[config.mk]
export PLATFORM = sky130hd
export DESIGN_NAME = seven_seg_scan_driver
export DESIGN_NICKNAME = d
export VERILOG_FILES = /design/src/rtl/seven_seg_scan_driver.sv
export SDC_FILE = /design/constraint.sdc
export NUM_CORES = 1
export LEC_CHECK = 0
export CORE_ASPECT_RATIO = 0.75
export CORE_MARGIN = 4
export CORE_UTILIZATION = 42
export DETAILED_ROUTE_END_ITERATION = 12
export PLACE_DENSITY = 0.63
export SLEW_MARGIN = 20
export SYNTH_ARGS = -nofsm -noshare
export SYNTH_HDL_FRONTEND = slang
export SYNTH_SLANG_ARGS = --single-unit
[constraint.sdc]
create_clock -name clk -period 4.3 [get_ports clk]
set_input_delay 0.43 -clock clk [delete_from_list [all_inputs] [get_ports clk]]
set_output_delay 0.43 -clock clk [all_outputs]
set_load 0.02 [all_outputs]
[src/rtl/seven_seg_scan_driver.sv]
// Purpose : time-multiplexed hex driver for a NUM_DIGITS common-anode 7-segment display.
// Latency : a load is displayed from the next ON slot; outputs are registered and change only on state entry.
// Backpr. : none; load is always accepted and never perturbs scan timing.
//
// Ports:
//   clk, reset_n  system clock, asynchronous active-low reset
//   hex_in        NUM_DIGITS packed nibbles, digit 0 = hex_in[3:0] (rightmost)
//   load          capture hex_in into the shadow register on this edge
//   digit_en      per-digit enable, sampled when a digit's ON slot starts
//   seg           {a..g}, active low; anode: active-low digit select
//   digit_idx     index of the digit owning the current scan slot
// Optional feature: define SEVEN_SEG_LZB_EN for leading-zero blanking.
module seven_seg_scan_driver #(
  parameter int NUM_DIGITS     = 4,
  parameter int REFRESH_CYCLES = 24000,
  parameter int BLANK_CYCLES   = 16,
  localparam int IDX_W         = (NUM_DIGITS > 1) ? $clog2(NUM_DIGITS) : 1
) (
  input  logic                    clk,
  input  logic                    reset_n,
  input  logic [4*NUM_DIGITS-1:0] hex_in,
  input  logic                    load,
  input  logic [NUM_DIGITS-1:0]   digit_en,
  output logic [6:0]              seg,
  output logic [NUM_DIGITS-1:0]   anode,
  output logic [IDX_W-1:0]        digit_idx
);

  localparam int CMAX  = (REFRESH_CYCLES > BLANK_CYCLES) ? REFRESH_CYCLES : BLANK_CYCLES;
  localparam int CNT_W = $clog2(CMAX + 1);

  localparam logic [CNT_W-1:0] BLANK_LAST = CNT_W'(BLANK_CYCLES - 1);
  localparam logic [CNT_W-1:0] ON_LAST    = CNT_W'(REFRESH_CYCLES - 1);
  localparam logic [IDX_W-1:0] IDX_LAST   = IDX_W'(NUM_DIGITS - 1);

  typedef enum logic {
    ST_BLANK = 1'b0,
    ST_ON    = 1'b1
  } state_t;

  state_t                       state_q;
  state_t                       state_d;
  logic [CNT_W-1:0]             cnt_q;
  logic [NUM_DIGITS-1:0][3:0]   shadow_q;
  logic                         slot_done;
  logic                         digit_lit;
  logic [3:0]                   cur_nib;
  logic [NUM_DIGITS-1:0]        cur_onehot;
  logic [6:0]                   seg_d;
  logic [NUM_DIGITS-1:0]        anode_d;

  function automatic logic [6:0] seg_decode(input logic [3:0] nib);
    logic [6:0] s;
    case (nib)
      4'h0: s = 7'b0000001;
      4'h1: s = 7'b1001111;
      4'h2: s = 7'b0010010;
      4'h3: s = 7'b0000110;
      4'h4: s = 7'b1001100;
      4'h5: s = 7'b0100100;
      4'h6: s = 7'b0100000;
      4'h7: s = 7'b0001111;
      4'h8: s = 7'b0000000;
      4'h9: s = 7'b0000100;
      4'hA: s = 7'b0001000;
      4'hB: s = 7'b1100000;
      4'hC: s = 7'b0110001;
      4'hD: s = 7'b1000010;
      4'hE: s = 7'b0110000;
      default: s = 7'b0111000;
    endcase
    return s;
  endfunction

  // Last cycle of the current state's dwell time.
  assign slot_done  = (state_q == ST_BLANK) ? (cnt_q == BLANK_LAST) : (cnt_q == ON_LAST);
  assign cur_nib    = shadow_q[digit_idx];
  assign cur_onehot = NUM_DIGITS'(1) << digit_idx;

`ifdef SEVEN_SEG_LZB_EN
  // lzb_dark[i] is set when digit i and every digit above it hold zero.
  // Digit 0 is never blanked so a zero value still shows a single "0".
  logic [NUM_DIGITS-1:0] lzb_dark;
  logic                  above_zero;

  always_comb begin
    above_zero = 1'b1;
    lzb_dark   = '0;
    for (int i = NUM_DIGITS - 1; i > 0; i--) begin
      above_zero  = above_zero & (shadow_q[i] == 4'h0);
      lzb_dark[i] = above_zero;
    end
  end

  assign digit_lit = digit_en[digit_idx] & ~lzb_dark[digit_idx];
`else
  assign digit_lit = digit_en[digit_idx];
`endif

  // State register
  always_ff @(posedge clk or negedge reset_n) begin
    if (!reset_n) begin
      state_q <= ST_BLANK;
    end else begin
      state_q <= state_d;
    end
  end

  // Next-state logic
  always_comb begin
    state_d = state_q;
    if (slot_done) begin
      state_d = (state_q == ST_BLANK) ? ST_ON : ST_BLANK;
    end
  end

  // Output logic: next values for the registered pins. The ON image is
  // computed once at BLANK->ON and then held for the whole slot, so shadow
  // or enable changes mid-slot cannot glitch the lit digit.
  always_comb begin
    seg_d   = 7'h7F;
    anode_d = '1;
    if (state_q == ST_BLANK && slot_done) begin
      if (digit_lit) begin
        seg_d   = seg_decode(cur_nib);
        anode_d = ~cur_onehot;
      end
    end else if (state_q == ST_ON && !slot_done) begin
      seg_d   = seg;
      anode_d = anode;
    end
  end

  // Dwell counter, scan index, shadow register and output registers.
  always_ff @(posedge clk or negedge reset_n) begin
    if (!reset_n) begin
      cnt_q     <= '0;
      digit_idx <= '0;
      shadow_q  <= '0;
      seg       <= 7'h7F;
      anode     <= '1;
    end else begin
      cnt_q <= slot_done ? '0 : cnt_q + 1'b1;
      if (state_q == ST_ON && slot_done) begin
        digit_idx <= (digit_idx == IDX_LAST) ? '0 : digit_idx + 1'b1;
      end
      if (load) begin
        shadow_q <= hex_in;
      end
      seg   <= seg_d;
      anode <= anode_d;
    end
  end

endmodule

* Word-level counts from Yosys, hierarchy flattened
Memory sizes are Yosys's and may differ from the RTL's. Cells that the tools add are included.
Word-level totals: bits in read-only memories 112, register bits 45, output and inout bits 13, bits of input ports 23, logic and storage cells 38, memories 1
Cells by class: reductions and logical operators 4, $add $sub $neg 2, equality and inequality tests 4, shift operators 1, bitwise gates (word level) 2, multiplexer cells 14, magnitude comparators 1
Memories:
- (no name shown) | words 16, bits a word 7, rd ports 1, clocked after memory_dff 0, write ports 0, line 54 | case (nib)
Operator list (count):
- 2-to-1 mux 7 bit | 3
- 2-to-1 mux 4 bit | 4
- adder 15 x 1 -> 15 bit (second input constant) | 1
- equality test 15 bit (second input constant) | 1
- equality test 15 x 4 -> 1 bit (second input constant) | 1
- 2-to-1 mux 15 bit | 1
- binary-select mux 4 bit (select 2 bit) | 1
- NOT 4 bit | 1
- left shift 1 x 2 -> 4 bit (first input constant) | 1
- logical AND 1 bit | 3
- < comparator 2 x 3 -> 1 bit (second input constant) | 1
- 2-to-1 mux 1 bit | 3
- adder 2 x 1 -> 2 bit (second input constant) | 1
- binary-select mux 1 bit (select 2 bit) | 1
- equality test 2 bit (second input constant) | 1
- 2-to-1 mux 2 bit | 1
- != test 2 bit (second input constant) | 1
- logical NOT 1 bit | 1
- NOT 1 bit | 1

* Longest topological paths before layout
word-level depth 6, gate-level depth with buffers 7, mapped depth without buffers 6

* Worst setup path after synthesis
Ideal clock, no wire load.
kind register to register, from reg digit_idx[0], to reg seg[5], slack 2.148 ns, cell stages (with the launch flop) 8, arrival 2.075 ns, buffers on the path 1, data required time 4.222 ns, clock period less this slack 2.152 ns, path through dfrtp_1 buf_2 mux4_2 inv_1 ha_1 o21ai_0 mux2i_1 o22a_2
Between the ends: longest elaborated chain between the ends 5, elaborated cells on any way between the ends 7, those cells by class 6 x mux; 1 x memory
Ends and longest elaborated chain:
- start, declared | line 26 | output logic [IDX_W-1:0] digit_idx
- start signal, assigned | line 145 | digit_idx <= (digit_idx == IDX_LAST) ? '0 : digit_idx + 1'b1;
- binary-select mux 4 bit (select 2 bit) | line 77 | assign cur_nib = shadow_q[digit_idx];
- 2-to-1 mux 4 bit (implied by the code) | line 77
- memory (16 x 7 bit)
- 2-to-1 mux 7 bit * | line 124 | if (digit_lit) begin
- 2-to-1 mux 7 bit * | line 123 | if (state_q == ST_BLANK && slot_done) begin
- end signal, assigned | line 150 | seg <= seg_d;
- end, declared | line 24 | output logic [6:0] seg,
Every way passes the cells marked *; elsewhere a longest branch is shown, timed or not. The select of a mux whose other input is x is not followed. A chain may end at the register's enable or synchronous reset.

* Final worst setup path
Ends and elaborated chain as after synthesis.

==> qor.txt <==
Setup-failing EPs final: 0
Place WS: 2.08 ns
clk_skew: 0.00759 ns
total core area: 0.00535 sq mm
met3 GRT Util: 3.30%
Final Non-Filler Cells: 297
final wirelength: 4390 microns
Die X: 94.1 microns
Synth area leader: dfrtp_1
critical path class: reg -> reg
synth top area cells: dfrtp_1 36%, dfstp_2 12%, mux2_2 9.6%
post-synthesis sequential area ratio: 48.8%
element type at the critical path end: register
worst path required time: 4.52 ns
Skew-Pair Late Insertion Delay: 0.29 ns
Initial Utilization: 43.6%
drt wl/cell: 14.8 microns
Seq cells post-synth: 45
global-route wire length before repair: 7400 microns
reg2reg end: seg[5]$_DFFE_PN1P_
Critical Path AT: 2.44 ns
number of synthesized flops with an enable pin: 0
cts repair resizes: 0
worst hold slack: 0.126 ns
clock net sink count: 45
met1 usage: 22.0%
num rows: 23
cell count after synthesis: 189
Slew Limit Fails: 0
Synth Flop Type: dfrtp_1
post-synth top area share: 36.4%
Gate power share: 15.2%
distinct cell type count after synthesis: 40
PortBufs: 35
clock share of power: 30.1%
fmax: 0.450 GHz
Die Area: 0.00683 sq mm
routed vias: 1504
Max IR drop VDD: 0.000178 V
Design Power: 0.852 mW
worst setup margin: 2.08 ns
Avg Cell Area, Syn: 12.4 sq um
Post CTS Setup Buffer Count: 0
area grow syn2layout: 20.0%
final core occ: 52.4%
worst r2r path cells: 6
largest net degree at the start of global routing: 46
CTS root buffer: clkbuf_8
CP Launch Type: register
initial antenna violation count: 0
top-level port count: 36
Switching Share: 24.9%
Final min period: 2.22 ns
Die H: 72.6 microns
synthesized area: 0.00233 sq mm
Iteration-0 DRC Markers: 41
Vias/cell: 5.06
GPL Wtd Cong: 0.769
Cells after DPL: 289
max cap viols: 0
async set-reset flop share out of synthesis: 100%
Post-CTS Hold Buffers: 0
NetSw: 0.212 mW
CTS clk-pin slew, worst paths: 0.09 ns
ANT nets after route: 0
met2 Usage GRT: 19.2%
Overflow after GRT: 0
Antenna diodes: 0
dpl cell area: 0.00271 sq mm
slew at the pin with the worst max-slew slack: 0.702 ns
TNS Setup: 0 ns
PwrDens: 304 mW/mm^2
Reg-to-Reg Start: digit_idx[0]$_DFFE_PN0P_
Reg2Reg Setup Slack: 2.08 ns
top-count cell post-synth: dfrtp_1
Leak: 1.17 nW
drt first pass iters: 4
# DRC: 0
status: finished, final reports clean
synth cell count leaders: 34 x dfrtp_1, 20 x mux2_2, 14 x nor2_1
crit path max fanout: 11
Seq pwr share: 54.7%
Cell Int Power: 0.640 mW
CTS buffer count: 5
DP Wirelength: 3140 microns
H-Tree Depth: 2
vias in the first global route: 1477
Slew Limit Headroom: 53.1%
CTS tree: built
final hold viol count: 0
fin area: 0.00280 sq mm
crit share post-route: 51.7%
Min-Delay Path Class: in -> async
syn_nets: 223
yosys warns: 0
GRT Max-Usage Layer: met1
CTS Buffer Depth: 2
Nets: 255
GRT Util Overall: 14.1%
RSZ-0062 raised after global routing: false
share of cells above drive strength 1: 25.7%
[how the worst max path moves through the flow]
stage / from / slack (ns) / end
after floorplan: digit_idx[0]$_DFFE_PN0P_ / 2.15 / seg[5]$_DFFE_PN1P_
after global placement: digit_idx[0]$_DFFE_PN0P_ / 2.16 / seg[5]$_DFFE_PN1P_
after detailed placement: digit_idx[0]$_DFFE_PN0P_ / 2.08 / seg[5]$_DFFE_PN1P_
after CTS: digit_idx[0]$_DFFE_PN0P_ / 2.05 / seg[5]$_DFFE_PN1P_
after global routing: digit_idx[0]$_DFFE_PN0P_ / 1.93 / seg[2]$_DFFE_PN1P_
final: digit_idx[0]$_DFFE_PN0P_ / 2.08 / seg[5]$_DFFE_PN1P_
[placed cells by master (no fill, tap or decap), types with 2 or more instances in the layout]
cell / n
and2_1: 3
nor2b_1: 3
inv_1: 5
xor2_1: 13
and4_1: 2
ha_1: 11
dfrtp_1: 34
mux4_2: 5
mux2i_1: 4
nand3_1: 9
mux2_2: 20
a2bb2oi_1: 6
nor2_1: 14
clkdlybuf4s50_1: 34
dfstp_2: 11
o21ai_0: 4
nand4_1: 6
nand2_1: 6
clkinvlp_4: 2
clkbuf_8: 5
o22a_2: 4
nor3_1: 2
[cells by family (layout without fill, tap and decap cells)]
group | after synthesis | in the layout | share of synthesized area, %
xor+xnor | 13 | 13 | 4.88
buf+inv | 15 | 48 | 3.43
simple gates | 55 | 55 | 12.9
compound gates | 21 | 21 | 7.88
flops | 45 | 45 | 48.8
fa+ha+maj | 11 | 11 | 5.89
mux | 29 | 29 | 16.2
[worst max-delay path, cell delays in order, from the launching register on]
cell and delay [ns]:
dfrtp_1 0.65, mux4_2 0.63, inv_1 0.17, ha_1 0.26
o21ai_0 0.17, mux2i_1 0.09, o22a_2 0.18
[power groups by stage]
| stage | sequential [mW] | combinational (mW) | clock [mW] |
|---|---|---|---|
| finish | 0.465 | 0.129 | 0.257 |
| CTS | 0.466 | 0.131 | 0.269 |
| global route | 0.469 | 0.142 | 0.288 |
| detailed placement | 0.474 | 0.131 | 0 |
| global placement | 0.474 | 0.130 | 0 |
| floorplan | 0.481 | 0.0655 | 0 |
[final cells by class]
| type | count | area (sq um) |
|---|---|---|
| Timing Repair Buffer | 35 | 348 |
| Multi-Input combinational cell | 129 | 1110 |
| Fill cell | 497 | 2550 |
| Inverter | 5 | 18.8 |
| Tap cell | 75 | 93.8 |
| Clock buffer | 6 | 72.6 |
| Clock inverter | 2 | 15.0 |
| Sequential cell | 45 | 1140 |
[sequential cells by signal, summed over array words and instances (netlist names)]
register and cells:
shadow_q 16, cnt_q 15, seg 7, anode 4, digit_idx 2, state_q 1
[layer usage]
layer / wire, microns / vias to the layer above
li1: - / 744
met1: 2390 / 738
met2: 1840 / 20
met3: 129 / 2
met4: 38 / 0
met5: 0 / -
Note: power is estimated with default switching activity, not from simulation.
